<file path="config.mk">
export PLATFORM = sky130hd
export DESIGN_NAME = reg_bank_rom_loader
export DESIGN_NICKNAME = d
export VERILOG_FILES = /design/src/rtl/reg_bank_rom_loader.sv
export SDC_FILE = /design/constraint.sdc
export NUM_CORES = 1
export LEC_CHECK = 0
export CAP_MARGIN = 20
export CELL_PAD_IN_SITES_DETAIL_PLACEMENT = 0
export CELL_PAD_IN_SITES_GLOBAL_PLACEMENT = 1
export CORE_AREA = 2 2 177 179
export DETAILED_ROUTE_END_ITERATION = 6
export DIE_AREA = 0 0 179 181
export DONT_BUFFER_PORTS = 1
export PLACE_DENSITY_LB_ADDON = 0.1
export REMOVE_ABC_BUFFERS = 1
export SYNTH_ARGS = -nofsm -noshare
export SYNTH_HDL_FRONTEND = slang
export SYNTH_SLANG_ARGS = --single-unit
</file>
<file path="constraint.sdc">
create_clock -name clk -period 1.8 [get_ports clk]
set_input_delay 0.18 -clock clk [delete_from_list [all_inputs] [get_ports clk]]
set_output_delay 0.18 -clock clk [all_outputs]
set_load 0.01 [all_outputs]
</file>
<file path="src/rtl/reg_bank_rom_loader.sv">
`default_nettype none
// ============================================================================
// Module      : reg_bank_rom_loader
// Description : 8 x WIDTH register bank feeding the 8:1 word select mux
//               (q0..q7 drive mux in0..in7 one-to-one). Out of reset, and on
//               every accepted reload request, a load sequence streams ROM
//               words 0..7 into the bank. Once loaded, the bank runs in RUN
//               and accepts single-word writes every cycle.
// Revision    : 1.0 - initial release
// ----------------------------------------------------------------------------
// Parameters
//   WIDTH      : width of every register, ROM word and write-port word
// Ports
//   clk        : rising-edge clock
//   reset_n    : asynchronous active-low reset
//   rom_rd     : ROM read strobe (registered); data returns the next cycle
//   rom_addr   : ROM word address (registered)
//   rom_data   : ROM read data, valid the cycle after rom_rd
//   reload     : request a fresh ROM load (accepted only when ready=1)
//   wr_en      : register write strobe (accepted only when ready=1)
//   wr_addr    : register index to write
//   wr_data    : write data
//   ready      : 1 while the bank is loaded and writable
//   load_done  : one-cycle pulse in the first ready cycle after each load
//   q0..q7     : register contents, driven straight from flops
// Build option
//   R0_ZERO_EN : when defined, register 0 is held at zero permanently; the
//                ROM word 0 is still fetched but discarded and writes to
//                index 0 are ignored. Load timing is unaffected.
// Load timing (edge 1 = first rising clk after reset release or reload)
//   edges 1..8 : rom_rd=1 with rom_addr 0..7 visible in cycles 1..8
//   edge 9     : rom_rd drops, rom_addr parks at 7
//   edge 10    : word 7 captured, ready=1 and load_done=1 in cycle 10
// ============================================================================
module reg_bank_rom_loader #(
    parameter int WIDTH = 32
) (
    input  logic             clk,
    input  logic             reset_n,
    output logic             rom_rd,
    output logic [2:0]       rom_addr,
    input  logic [WIDTH-1:0] rom_data,
    input  logic             reload,
    input  logic             wr_en,
    input  logic [2:0]       wr_addr,
    input  logic [WIDTH-1:0] wr_data,
    output logic             ready,
    output logic             load_done,
    output logic [WIDTH-1:0] q0,
    output logic [WIDTH-1:0] q1,
    output logic [WIDTH-1:0] q2,
    output logic [WIDTH-1:0] q3,
    output logic [WIDTH-1:0] q4,
    output logic [WIDTH-1:0] q5,
    output logic [WIDTH-1:0] q6,
    output logic [WIDTH-1:0] q7
);

    // ------------------------------------------------------------------------
    // Constants
    // ------------------------------------------------------------------------
    localparam logic [0:0] S_LOAD   = 1'b0;
    localparam logic [0:0] S_RUN    = 1'b1;
    localparam int         NUM_REGS = 8;
    localparam logic [3:0] CNT_LAST = 4'd8;
    localparam logic [2:0] IDX_LAST = 3'd7;

    // ------------------------------------------------------------------------
    // State
    // ------------------------------------------------------------------------
    logic [0:0]          r_state;
    logic [3:0]          r_cnt;        // read-issue counter, 0..8
    logic                r_rom_rd;
    logic [2:0]          r_rom_addr;
    // The ROM answers one cycle after it samples rom_rd/rom_addr, so the
    // strobe and address are delayed by one flop stage to know, in the cycle
    // the data is on rom_data, that it is valid and which register it is for.
    logic                r_cap_vld;
    logic [2:0]          r_cap_idx;
    logic                r_ready;
    logic                r_load_done;
    logic [WIDTH-1:0]    r_q [NUM_REGS];

    logic [NUM_REGS-1:0] w_ld_we;      // per-register ROM capture enable
    logic [NUM_REGS-1:0] w_wr_we;      // per-register user write enable
    logic                w_load_last;  // final ROM word is being captured

    assign w_load_last = (r_state == S_LOAD) && r_cap_vld && (r_cap_idx == IDX_LAST);

    // ------------------------------------------------------------------------
    // Load / run sequencer
    // ------------------------------------------------------------------------
    always_ff @(posedge clk or negedge reset_n) begin
        if (!reset_n) begin
            r_state     <= S_LOAD;
            r_cnt       <= '0;
            r_rom_rd    <= 1'b0;
            r_rom_addr  <= '0;
            r_cap_vld   <= 1'b0;
            r_cap_idx   <= '0;
            r_ready     <= 1'b0;
            r_load_done <= 1'b0;
        end else begin
            r_cap_vld   <= r_rom_rd;
            r_cap_idx   <= r_rom_addr;
            r_load_done <= 1'b0;

            case (r_state)
                S_LOAD: begin
                    // Reload requests are not looked at here, so a pulse
                    // arriving mid-load cannot restart the sequence.
                    if (r_cnt < CNT_LAST) begin
                        r_rom_rd   <= 1'b1;
                        r_rom_addr <= r_cnt[2:0];
                        r_cnt      <= r_cnt + 4'd1;
                    end else begin
                        // All eight reads issued; address parks at 7.
                        r_rom_rd   <= 1'b0;
                    end

                    if (w_load_last) begin
                        r_state     <= S_RUN;
                        r_cnt       <= '0;
                        r_ready     <= 1'b1;
                        r_load_done <= 1'b1;
                    end
                end

                S_RUN: begin
                    if (reload) begin
                        r_state <= S_LOAD;
                        r_cnt   <= '0;
                        r_ready <= 1'b0;
                    end
                end

                default: begin
                    r_state <= S_LOAD;
                    r_cnt   <= '0;
                    r_ready <= 1'b0;
                end
            endcase
        end
    end

    // ------------------------------------------------------------------------
    // Register write enables
    // ------------------------------------------------------------------------
    // ROM capture is only possible in LOAD and user writes only in RUN, so
    // the two enable vectors are never active in the same cycle. A reload
    // request takes priority over a write presented in the same cycle.
    always_comb begin
        w_ld_we = '0;
        w_wr_we = '0;

        if ((r_state == S_LOAD) && r_cap_vld) begin
            w_ld_we[r_cap_idx] = 1'b1;
        end

        if ((r_state == S_RUN) && wr_en && !reload) begin
            w_wr_we[wr_addr] = 1'b1;
        end

`ifdef R0_ZERO_EN
        // Register 0 is a hard zero: ROM word 0 and writes to index 0 are
        // discarded, so the flop never leaves its reset value.
        w_ld_we[0] = 1'b0;
        w_wr_we[0] = 1'b0;
`else
        w_ld_we[0] = w_ld_we[0];
        w_wr_we[0] = w_wr_we[0];
`endif
    end

    // ------------------------------------------------------------------------
    // Register bank
    // ------------------------------------------------------------------------
    // Registers not targeted in a given cycle hold, so during a reload the
    // old contents remain visible until each word is individually replaced.
    always_ff @(posedge clk or negedge reset_n) begin
        if (!reset_n) begin
            for (int i = 0; i < NUM_REGS; i++) begin
                r_q[i] <= '0;
            end
        end else begin
            for (int i = 0; i < NUM_REGS; i++) begin
                if (w_ld_we[i]) begin
                    r_q[i] <= rom_data;
                end else if (w_wr_we[i]) begin
                    r_q[i] <= wr_data;
                end
            end
        end
    end

    // ------------------------------------------------------------------------
    // Outputs (all straight from flops)
    // ------------------------------------------------------------------------
    assign rom_rd    = r_rom_rd;
    assign rom_addr  = r_rom_addr;
    assign ready     = r_ready;
    assign load_done = r_load_done;

    assign q0 = r_q[0];
    assign q1 = r_q[1];
    assign q2 = r_q[2];
    assign q3 = r_q[3];
    assign q4 = r_q[4];
    assign q5 = r_q[5];
    assign q6 = r_q[6];
    assign q7 = r_q[7];

endmodule
`default_nettype wire
</file>
## Word-level counts from Yosys, hierarchy flattened

Index checks and enable logic that the tools add are counted.

| storage, ports and cells | value |
|---|---|
| flip-flop bits (word level) | 271 |
| bits of input ports | 71 |
| output and inout bits | 262 |
| logic and storage cells | 79 |

| cells by class | value |
|---|---|
| add/sub/neg operators | 1 |
| $lt $le $gt $ge | 5 |
| equality and inequality tests | 4 |
| multiplexer cells | 34 |
| bitwise logic cells | 1 |
| reduce and logical (&&, ||, !) cells | 18 |

Operator list:

| cell | number |
|---|---|
| 2-to-1 mux 32 bit | 16 |
| 2-to-1 mux 8 bit | 2 |
| nonzero test 2 bit | 8 |
| 2-to-1 mux 4 bit | 3 |
| less-than comparator 3 x 4 -> 1 bit (second input constant) | 2 |
| 2-to-1 mux 1 bit | 8 |
| case mux 4 bit (2 select lines) | 1 |
| demux 1 bit (select 3 bit) | 2 |
| >= comparator 3 x 1 -> 1 bit (second input constant) | 2 |
| logical AND 1 bit | 6 |
| AND reduction 2 bit | 3 |
| adder 4 x 1 -> 4 bit (second input constant) | 1 |
| less-than comparator 4 bit (second input constant) | 1 |
| != test 2 bit (second input constant) | 2 |
| case mux 1 bit (2 select lines) | 2 |
| equality test 3 bit (second input constant) | 1 |
| != test 3 x 2 -> 1 bit (second input constant) | 1 |
| zero test 1 bit | 1 |
| inverter 1 bit | 1 |

## Longest topological paths before layout

| depth | value |
|---|---|
| depth after elaboration | 7 |
| depth in mapped cells | 6 |
| gate-level depth less buffers | 4 |

## Least setup slack after synthesis

Ideal clock, no wire load.

| timing | value |
|---|---|
| kind | register to register |
| start point | register r_state |
| end point | register r_q, in the netlist q2[15] |
| library setup time | 0.129 ns |
| arrival time | 1.453 ns |
| required time | 1.671 ns |
| slack | 0.219 ns |
| stages on the path, launching flop included | 7 |
| path buffers | 3 |
| clock period less this slack | 1.581 ns |
| path through | dfrtp_1 -> or3b_1 -> clkbuf_1 -> clkbuf_1 -> clkbuf_1 -> nor3_1 -> a31oi_1 |

| between the ends | value |
|---|---|
| longest elaborated chain between the ends | 4 |
| elaborated cells on any way between the ends | 8 |
| classes of those cells | 3 x mux; 1 x bitwise; 4 x reduce/logical |

RTL lines:

| what | RTL line | RTL |
|---|---|---|
| from (decl) | 71 | `logic [0:0] r_state;` |
| from (signal assigned) | 95 | `r_state <= S_LOAD;` |
| from (signal assigned) | 122 | `r_state <= S_RUN;` |
| from (signal assigned) | 131 | `r_state <= S_LOAD;` |
| logical AND 1 bit or inverter 1 bit (tied branches) | -- |  |
| logical AND 1 bit, on equally long branches | 160, 156 |  |
| 2-to-1 mux 8 bit, on equally long branches | 160, 156 |  |
| nonzero test 2 bit (no source line) or 2-to-1 mux 32 bit (tied branches) | -- |  |
| to (signal, indexed assignment) | 188 | `r_q[i] <= rom_data;` |
| to (signal, indexed assignment) | 190 | `r_q[i] <= wr_data;` |
| to (decl) | 82 | `logic [WIDTH-1:0] r_q [NUM_REGS];` |

Several ways; a longest one is shown, not always the timed one.
A chain may end at the register's enable or synchronous reset.

## Worst setup path after layout

| timing | value |
|---|---|
| start point | register r_state |
| end point | register r_q, in the netlist q2[30] |

The elaborated chain is that of the path after synthesis.

==> results.md <==
* Worst VDD drop at 1.17 mV
* Antenna viol nets, final at 0
* Register share of total power at 0.456
* CP Class: reg2reg
* Status: finished, violations left
* CTS Buffer Depth at 3
* Total CTS buffers at 31
* Slew @ Worst Pin at 0.783 ns
* Max Slew Vio Count at 0
* WP data required at 2.29 ns
* Failing checks: hold timing
* Hold crit path type: in2async
* TritonCTS Sinks at 271
* Crit-path cells: or3b_4 > or2_2 > buf_4 > a31oi_1
* Clk pwr share at 0.211
* Slowest CP cell: or3b_4
* Clock Pin Slew Worst Setup and Hold Paths at 0.06 ns
* Number of enable flip-flop cells after synthesis at 0
* Depth of the most critical reg-to-reg path at 4
* Final clock skew at 0.0135 ns
* DR pass1 iterations at 5
* Headroom to the max-slew limit at 0.478
* CTS tree: yes
* Main flop type after synthesis: dfrtp_1
* Max H-tree Level at 1
* Buffers on Ports at 0
* Synthesized area at 13600 um2
* Startpoint types: register
* Fin util at 0.516
* Ys async rst share at 1.00
* Routed WL per cell at approximately 30 um
* Total track usage at 0.357
* Worst-path maximum fanout at 18
* Maxcap violations at 0
* Hold WS at -0.684 ns
* Setup-failing EPs final at 0
* Power Dens Cells at about 1900 nW/um2
* Syn Inst Count at around 1600
* Core Region at just over 30000 um2
* IO Count at 333
* Final HPWL DP at approximately 32000 um
* DRC Markers at 0
* Leak at 5.40 nW
* Crit path max-delay family: simple AND/OR/NAND/NOR gates
* Die area at 32400 um2
* Clock Latency Late Sink at around 0.57 ns
* Logic gate share of total power at 0.333
* Via count at 13544
* Final hold vios at 271
* Root Driver: clkbuf_16
* Internal at around 0.016 W
* Crit path DAT at 2.19 ns
* Gpl congestion at 0.815
* Initial antenna violation count at 4
* Reg2reg start: r_state$_DFF_PN0_
* Final Net Count at around 1600
* Die Y at approximately 180 um
* Via-to-Cell Ratio at 6.92
* CP Buf/Inv Count at 1
* Ys Warns at 0
* Worst flop-to-flop path endpoint: q2[30]$_DFFE_PN0P_
* FF-to-FF setup slack at ~0.098 ns
* Crit. End Element: register
* RSZ-0062 raised after global routing: no
* Critical path depth at 4
* Post-Syn Area per Cell at 8.48 um2
* Max incr delay on CP at 0.44 ns
* Hold_buf cts at 66
* Layout cells sized above 1 at 0.0822
* Fin crit share at 0.945
* Unique masters post-synth at 36
* Largest net degree at the start of global routing at 272
* Final WL at slightly below 60000 um
* Switching share of power at 0.453
* Global-route wire length before repair at 88500 um
* Area grow syn2layout at 15.0%
* Site row count at 64
* Initial Util at 0.448
* Sequential-to-total area share from yosys stat at 0.498
* Peak Freq at 588 MHz
* Number of global-route vias before repair at 13343
* Filler cells at around 2900
* Die W at between 150 and 200 um
* P_sw at between 0.01 and 0.015 W
* GR Overflow Total at 0
* Initial DRC Count at 1456
* Post-route minimum period at around 1.7 ns
* Seq cells post-synth at 271
[cell families (layout without fill, tap and decap cells)]
group | count (synthesis) | count (layout) | synth area share
adders and majority gates | 1 | 1 | 0.000919
DFF | 271 | 271 | 0.498
other | 0 | 3 | 0
buffers and inverters | 229 | 182 | 0.0725
muxes | 4 | 4 | 0.00322
AOI/OAI and AO/OA | 519 | 519 | 0.216
and+or+nand+nor | 578 | 578 | 0.208
xor gates and xnor gates | 2 | 2 | 0.00129
[what timing repair did]
action / CTS / global route
hold endpoints to repair: 533 / 271
buffers inserted: 0 / 0
endpoints found under the setup margin: 0 / 21
resized for setup: 0 / 5
[cell usage after synthesis, types with 2 or more instances]
library cell | number | area share
dfrtp_1 | 271 | 0.50
a31oi_1 | 257 | 0.12
nor3_1 | 256 | 0.094
o21ai_0 | 256 | 0.094
nand2_1 | 136 | 0.038
nand3_1 | 128 | 0.047
clkbuf_1 | 111 | 0.031
buf_2 | 63 | 0.023
buf_1 | 46 | 0.013
and3_1 | 32 | 0.015
or2_1 | 8 | 0.0037
buf_6 | 6 | 0.0050
mux2_2 | 3 | 0.0025
nand2b_1 | 3 | 0.0014
o32ai_1 | 3 | 0.0019
inv_1 | 2 | 0.00055
nand3b_1 | 2 | 0.0011
nand4bb_1 | 2 | 0.0017
nor2b_1 | 2 | 0.00092
[cells in the final DEF, fill, tap and decap left out, drive strengths merged, types with 2 or more instances in the layout]
cell type	instances
o21ai	257
clkbuf	49
or2	9
buf	61
diode	3
bufinv	2
nor2b	2
nand3b	2
dlygate4sd3	66
nand2	136
o32ai	3
nand4bb	2
and3	32
inv	2
clkinv	2
a31oi	257
nor3	256
nand2b	3
nand3	128
mux2	3
dfrtp	271
[registers in the layout, summed over array words and instances (netlist names), 3 cells and up]
signal     cells
q0            32
q1            32
q2            32
q3            32
q4            32
q5            32
q6            32
q7            32
r_cap_idx      3
r_cnt          4
rom_addr       3
[worst max path at each step]
stage,from,to,slack [ns]
6_report,r_state$_DFF_PN0_,q2[30]$_DFFE_PN0P_,0.1
3_5_place_dp,r_state$_DFF_PN0_,q7[2]$_DFFE_PN0P_,0.08
4_1_cts,r_state$_DFF_PN0_,q7[2]$_DFFE_PN0P_,0.06
5_1_grt,r_state$_DFF_PN0_,q2[7]$_DFFE_PN0P_,0.04
2_1_floorplan,r_state$_DFF_PN0_,q0[0]$_DFFE_PN0P_,-3.84
3_3_place_gp,r_state$_DFF_PN0_,q2[26]$_DFFE_PN0P_,0.13
[worst register-to-register path, delay by kind of cell (launching register included)]
kind / cells / cell delay [ns]
simple gates: 2 / 0.76
flops: 1 / 0.43
buf+inv: 1 / 0.24
compound gates: 1 / 0.20
[power by group through the flow]
stage               Sequential, W  Combinational (W)  Clock [W]
floorplan                  0.0121            0.00516          0
global placement           0.0136            0.00920          0
detailed placement         0.0135            0.00944          0
CTS                        0.0135            0.00969    0.00629
global route               0.0138             0.0108    0.00655
finish                     0.0135            0.00988    0.00626
[metrics by stage]
step	instances	setup WS [ns]	setup TNS, ns	instance area [um2]	power, W
6_report	1956	0.0983	0	15600	0.0297
5_1_grt	1956	0.0417	0	15600	0.0311
4_1_cts	1953	0.0642	0	15600	0.0295
3_5_place_dp	1834	0.0823	0	14000	0.0230
3_3_place_gp	1834	0.130	0	14000	0.0228
2_1_floorplan	1377	-3.84	-902.65	12600	0.0173
[layer usage]
| metal | part of all wire | track usage | up-vias |
|---|---|---|---|
| met3 | 0.12 | 0.112 | 137 |
| met4 | 0.035 | 0.126 | 2 |
| met5 | 0.00020 | 0 | - |
| li1 | - | - | 5760 |
| met1 | 0.40 | 0.490 | 6761 |
| met2 | 0.45 | 0.532 | 884 |
[layout make-up]
| cell class | instances | area, um2 | area share |
|---|---|---|---|
| tap | 396 | 495 | 0.0317 |
| clock inverter | 4 | 70.1 | 0.00448 |
| inverter | 2 | 7.51 | 0.000480 |
| timing repair buffer | 127 | 1430 | 0.0916 |
| sequential | 271 | 6780 | 0.433 |
| multi-input combinational | 1104 | 5960 | 0.381 |
| antenna | 3 | 7.51 | 0.000480 |
| clock buffer | 49 | 893 | 0.0571 |
(Power assumes the default switching activity.)
